`src/rtl/message_pkg.sv`:
```
// message_pkg: shared header-field offsets and arbiter state encoding
package message_pkg;
   localparam int HDR_TOP_OFS = 1;
   localparam int LEN_TOP_OFS = 2;
   typedef enum logic {IDLE, PASS} state_t;
endpackage

```
`src/rtl/message_rr_select.sv`:
```
// message_rr_select: first requesting index at or above ptr, wrapping around
module message_rr_select #(
   parameter int N     = 4,
   parameter int LOG_N = 2
) (
   input  logic [N-1:0]     req,
   input  logic [LOG_N-1:0] ptr,
   output logic [LOG_N-1:0] grant,
   output logic             any_valid
);
   // Scan farthest-first so the closest requester to ptr wins last
   always_comb begin
      grant = '0;
      for (int i = N - 1; i >= 0; i--)
         if (req[(int'(ptr) + i) % N]) grant = LOG_N'((int'(ptr) + i) % N);
   end
   assign any_valid = |req;
endmodule

```
`src/rtl/message_packet_arbiter.sv`:
```
// message_packet_arbiter: round-robin packet-atomic merge of message streams
module message_packet_arbiter
   import message_pkg::*;
#(
   parameter int N_STREAMS             = 4,
   parameter int LOG_N_STREAMS         = 2,
   parameter int WIDTH                 = 32,
   parameter int LOG_MAX_PACKET_LENGTH = 10
) (
   input  logic                       clk,
   input  logic                       rst,
   input  logic [WIDTH*N_STREAMS-1:0] in_data,
   input  logic [N_STREAMS-1:0]       in_valid,
   output logic [N_STREAMS-1:0]       in_ready,
   output logic [WIDTH-1:0]           out_data,
   output logic                       out_valid,
   input  logic                       out_ready,
   output logic [LOG_N_STREAMS-1:0]   cur_stream,
   output logic                       busy,
   output logic                       error
);
   state_t                           state;
   logic [LOG_N_STREAMS-1:0]         rr_ptr, grant, sel;
   logic [LOG_MAX_PACKET_LENGTH-1:0] remaining, len;
   logic [WIDTH-1:0]                 word;
   logic                             any_valid, can_load, fire, hdr, load;

   function automatic logic [LOG_N_STREAMS-1:0] next_idx(input logic [LOG_N_STREAMS-1:0] i);
      return i == LOG_N_STREAMS'(N_STREAMS - 1) ? '0 : i + 1'b1;
   endfunction

   message_rr_select #(.N(N_STREAMS), .LOG_N(LOG_N_STREAMS)) u_rr (
      .req(in_valid), .ptr(rr_ptr), .grant(grant), .any_valid(any_valid)
   );

   assign can_load = !out_valid || out_ready;
   assign sel      = state == PASS ? cur_stream : grant;
   assign word     = in_data[sel*WIDTH +: WIDTH];
   assign hdr      = word[WIDTH-HDR_TOP_OFS];
   assign len      = word[WIDTH-LEN_TOP_OFS -: LOG_MAX_PACKET_LENGTH];
   assign busy     = state == PASS;
   assign fire     = in_valid[sel] && in_ready[sel];
   assign load     = fire && (state == PASS || hdr);

   // One-hot ready to the owner in PASS, or to the round-robin winner in IDLE
   always_comb begin
      in_ready = '0;
      if (!rst && can_load && (state == PASS || any_valid)) in_ready[sel] = 1'b1;
   end

   // Packet ownership, round-robin pointer and the registered output word
   always_ff @(posedge clk or posedge rst) begin
      if (rst) begin
         state      <= IDLE;
         rr_ptr     <= '0;
         remaining  <= '0;
         cur_stream <= '0;
         out_valid  <= 1'b0;
         out_data   <= '0;
         error      <= 1'b0;
      end else begin
         if (can_load) out_valid <= load;
         if (load) out_data <= word;
         if (fire && state == IDLE) begin
            cur_stream <= grant;
            if (!hdr) error <= 1'b1;
            else if (len == '0) rr_ptr <= next_idx(grant);
            else begin
               state     <= PASS;
               remaining <= len;
            end
         end else if (fire) begin
            remaining <= remaining - 1'b1;
            if (remaining == LOG_MAX_PACKET_LENGTH'(1)) begin
               state  <= IDLE;
               rr_ptr <= next_idx(cur_stream);
            end
         end
      end
   end
endmodule

```
`config.mk`:
```
export PLATFORM = sky130hd
export DESIGN_NAME = message_packet_arbiter
export DESIGN_NICKNAME = d
export VERILOG_FILES = /design/src/rtl/message_pkg.sv /design/src/rtl/message_rr_select.sv /design/src/rtl/message_packet_arbiter.sv
export SDC_FILE = /design/constraint.sdc
export NUM_CORES = 1
export LEC_CHECK = 0
export ABC_AREA = 0
export CAP_MARGIN = 15
export CELL_PAD_IN_SITES_DETAIL_PLACEMENT = 0
export CELL_PAD_IN_SITES_GLOBAL_PLACEMENT = 1
export CORE_MARGIN = 1.5
export CORE_UTILIZATION = 28
export CTS_CLUSTER_SIZE = 20
export DETAILED_ROUTE_END_ITERATION = 10
export PLACE_DENSITY = 0.93
export SLEW_MARGIN = 30
export SYNTH_ARGS = -nofsm -noshare
export SYNTH_HDL_FRONTEND = slang
export SYNTH_SLANG_ARGS = --single-unit
```
`constraint.sdc`:
```
create_clock -name clk -period 4.2 [get_ports clk]
set_input_delay 0.84 -clock clk [delete_from_list [all_inputs] [get_ports clk]]
set_output_delay 0.84 -clock clk [all_outputs]
set_load 0.02 [all_outputs]
```
==> metrics.md <==
| Metric | Value |
|---|---|
| Final ANT Viol Nets | `0` |
| CP peak stage delay | `approximately 0.63 ns` |
| Min Tclk post-route | `3.927 ns` |
| DRC | `0` |
| GRT Total Usage | `0.2017` |
| Worst slew margin | `0.4104` |
| Crit Path Max Fanout | `7` |
| FF+latch area | `roughly 0.0012 mm^2` |
| Netlist Area Pre-Place | `between 0.003 and 0.004 mm^2` |
| Final-report hold violation count | `0` |
| CTS tree | `yes` |
| Core Util, Final | `0.4623` |
| Complex-gate fraction of the synthesized area | `0.1664` |
| Setup violators final | `0` |
| R2R depth | `11` |
| Most frequent cell on the critical path | `clkdlybuf4s50_1` |
| Total power | `1.553 mW` |
| Worst Hold Class | `register to register` |
| Row cnt | `40` |
| Xor/xnor share of the synthesized area | `0` |
| Clock transition at path regs | `~0.070 ns` |
| Die area | `about 0.013 mm^2` |
| PostCTS Resize Cnt | `0` |
| Initial DRC count | `between 300 and 400` |
| # fillers | `about 1200` |
| PwrDens | `around 280 mW/mm^2` |
| WP buf/inv | `2` |
| EDFF count, synth | `0` |
| Post-Synth Adder-Cell Area | `0.01071` |
| Max Slew Vio Count | `0` |
| Setup ws final | `~0.27 ns` |
| Finished Layout Cells | `a little over 800` |
| TritonRoute pass-1 iters | `5` |
| Num CTS Buffers | `5` |
| CP Data Required Time | `around 3.4 ns` |
| DP Wirelength | `between 10000 and 15000 um` |
| Global-route wire length before repair | `just over 20000 um` |
| Max IR drop VDD | `between 150 and 200 uV` |
| Most numerous cell in the Yosys netlist | `nand2_1` |
| Dpl ws | `roughly 0.22 ns` |
| Die X | `around 110 um` |
| Sink Count | `49` |
| Share of flip-flops with an asynchronous set or reset | `1.000` |
| Synth Register Bits | `49` |
| H-Tree Depth | `2` |
| Synth Net Count | `a little over 600` |
| Initial Util | `0.2893` |
| Fin Hold WS | `slightly below 0.5 ns` |
| Top-level port count | `176` |
| Top cell type's share of synthesized area | `0.3500` |
| Post-Syn Instances | `roughly 480` |
| Post-synth top cells | `nand2_1 (168), nand3_1 (57), dfrtp_1 (49)` |
| GPL Wtd Cong | `0.8128` |
| Pin count of the biggest net entering global routing | `50` |
| Hold Buf Count CTS | `0` |
| Via density | `around 5.0` |
| Max-Cap Viols | `0` |
| Mean Syn Cell Area | `~7.3 um^2` |
| Slowest CP cell | `clkdlybuf4s50_1` |
| Seq/Total Area, Yosys | `0.3500` |
| Post-CTS setup buffers | `0` |
| Vias in the first global route | `3880` |
| Synth Flop Type | `dfrtp_1` |
| Area growth from synthesis to layout | `59.82%` |
| Critical path depth in cells | `6` |
| R2r setup slk | `about 1.0 ns` |
| ANT cells | `0` |
| Post-synthesis simple-gate area fraction | `0.3371` |
| Critical path startpoint category | `primary input` |
| Port bufs | `175` |
| Outcome | `complete, no violations` |
| Placed standard-cell area | `approximately 0.0055 mm^2` |
| Top cells by area, synth | `dfrtp_1 (35%), nand2_1 (18%), nand3_1 (8.1%), o21ai_0 (6.7%), mux2i_1 (5.1%)` |
| Synth area leader | `dfrtp_1` |
| Die span in y | `between 100 and 150 um` |
| Dpl cells | `between 800 and 900` |
| Wirelength, routed | `13400 um` |
| Cell depth of the worst hold path | `2` |
| RSZ-0062 raised after global routing | `no` |
| Worst-Margin Slew | `0.8811 ns` |
| Mux contribution to synthesized area | `0.09321` |
| Worst Setup End Kind | `output pin` |
| Dominant delay contributor by cell family on the critical path | `buffers and inverters` |
| Core Box Area | `between 0.01 and 0.015 mm^2` |
| Skew-Pair Late Insertion Delay | `just under 0.3 ns` |
| Gr ovfl total | `0` |
| Share of layout cells above drive strength 1 | `0.06481` |
| Final Cycle Share | `0.9350` |
| Leakage | `approximately 2.4 nW` |
| Highest Clock Rate | `around 250 MHz` |
| Fin area | `0.005599 mm^2` |
| Yosys warnings | `0` |
| DR WL/cell | `16.43 um` |
| Crit Path Class | `primary input to output pin` |
| Initial antenna violation count | `0` |
| Main combinational cell family by area after synthesis | `simple AND/OR/NAND/NOR gates` |
| Setup TNS | `0 ns` |
| Synth unique cells | `50` |
| Skew final | `between 0.005 and 0.006 ns` |
| DR vias | `4080` |
| CP cell instances | `clkdlybuf4s50_1, and2b_1, o41ai_2, nor2_4, nor3_1, clkdlybuf4s50_1` |
| Worst Path Arrival | `between 3 and 4 ns` |
| Clock buffer depth | `2` |
| NumNets Final | `785` |
| Clock root buffer | `clkbuf_16` |
| Area of the multi-input gates | `about 0.0021 mm^2` |
==> flip-flops by register name, summed over array words and instances, names as in the netlist <==
register / count
cur_stream: 2
rr_ptr: 2
out_data: 32
error: 1
remaining: 10
out_valid: 1
busy: 1
==> final timing paths <==
check / from / to
setup / recovery: in_valid[0] / in_ready[1]
hold / removal: out_data[22] / out_data[22]
setup reg to reg: busy / remaining[9]
hold reg to reg: out_data[22] / out_data[22]
max in group asynchronous: rst / out_data[11]
min in group asynchronous: rst / out_valid
==> final cells by class <==
class | count | share of cell area
timing repair buffer | 188 | 0.3303
clock buffer | 5 | 0.02235
inverter | 7 | 0.004693
clock inverter | 3 | 0.004022
sequential | 49 | 0.2190
tap | 168 | 0.03754
multi-input combinational | 396 | 0.3821
==> worst min-delay path, cell delays in order (launching register included) <==
cell and delay [ns]:
dfrtp_1 0.35, nand2_1 0.05, o21ai_0 0.06
==> cell usage in the layout, fill, tap and decap left out, types with 4 or more instances in the layout <==
| cell type | n |
|---|---|
| nand2_1 | 168 |
| dfrtp_1 | 49 |
| inv_1 | 6 |
| clkbuf_16 | 5 |
| mux2_2 | 9 |
| mux2i_1 | 18 |
| buf_4 | 13 |
| clkdlybuf4s50_1 | 175 |
| nor2_1 | 18 |
| a21oi_1 | 6 |
| o22ai_1 | 4 |
| nor3_1 | 7 |
| nor4_1 | 7 |
| nand3_1 | 56 |
| o21ai_0 | 47 |
==> where the power goes <==
part	internal, mW	switching (mW)	leakage [nW]
clock network	0.221	0.181	0.0621
registers	0.547	0.0568	0.597
logic	0.296	0.251	1.73
total	1.06	0.489	2.39
==> cell families after synthesis <==
kind of cell | count (synthesis)
flip-flops | 49
buffers and inverters | 38
multiplexers | 29
AO/OA/AOI/OAI | 89
adder cells (fa/ha/maj) | 3
AND/OR/NAND/NOR | 275
==> metal layers <==
metal,track usage,up-vias,wire length [um]
met3,0.05377,13,1137
met5,0,-,0
met4,0.04115,0,160
met1,0.2559,1892,5623
met2,0.3464,170,6482
li1,-,2005,-
(Power assumes the default switching activity.)
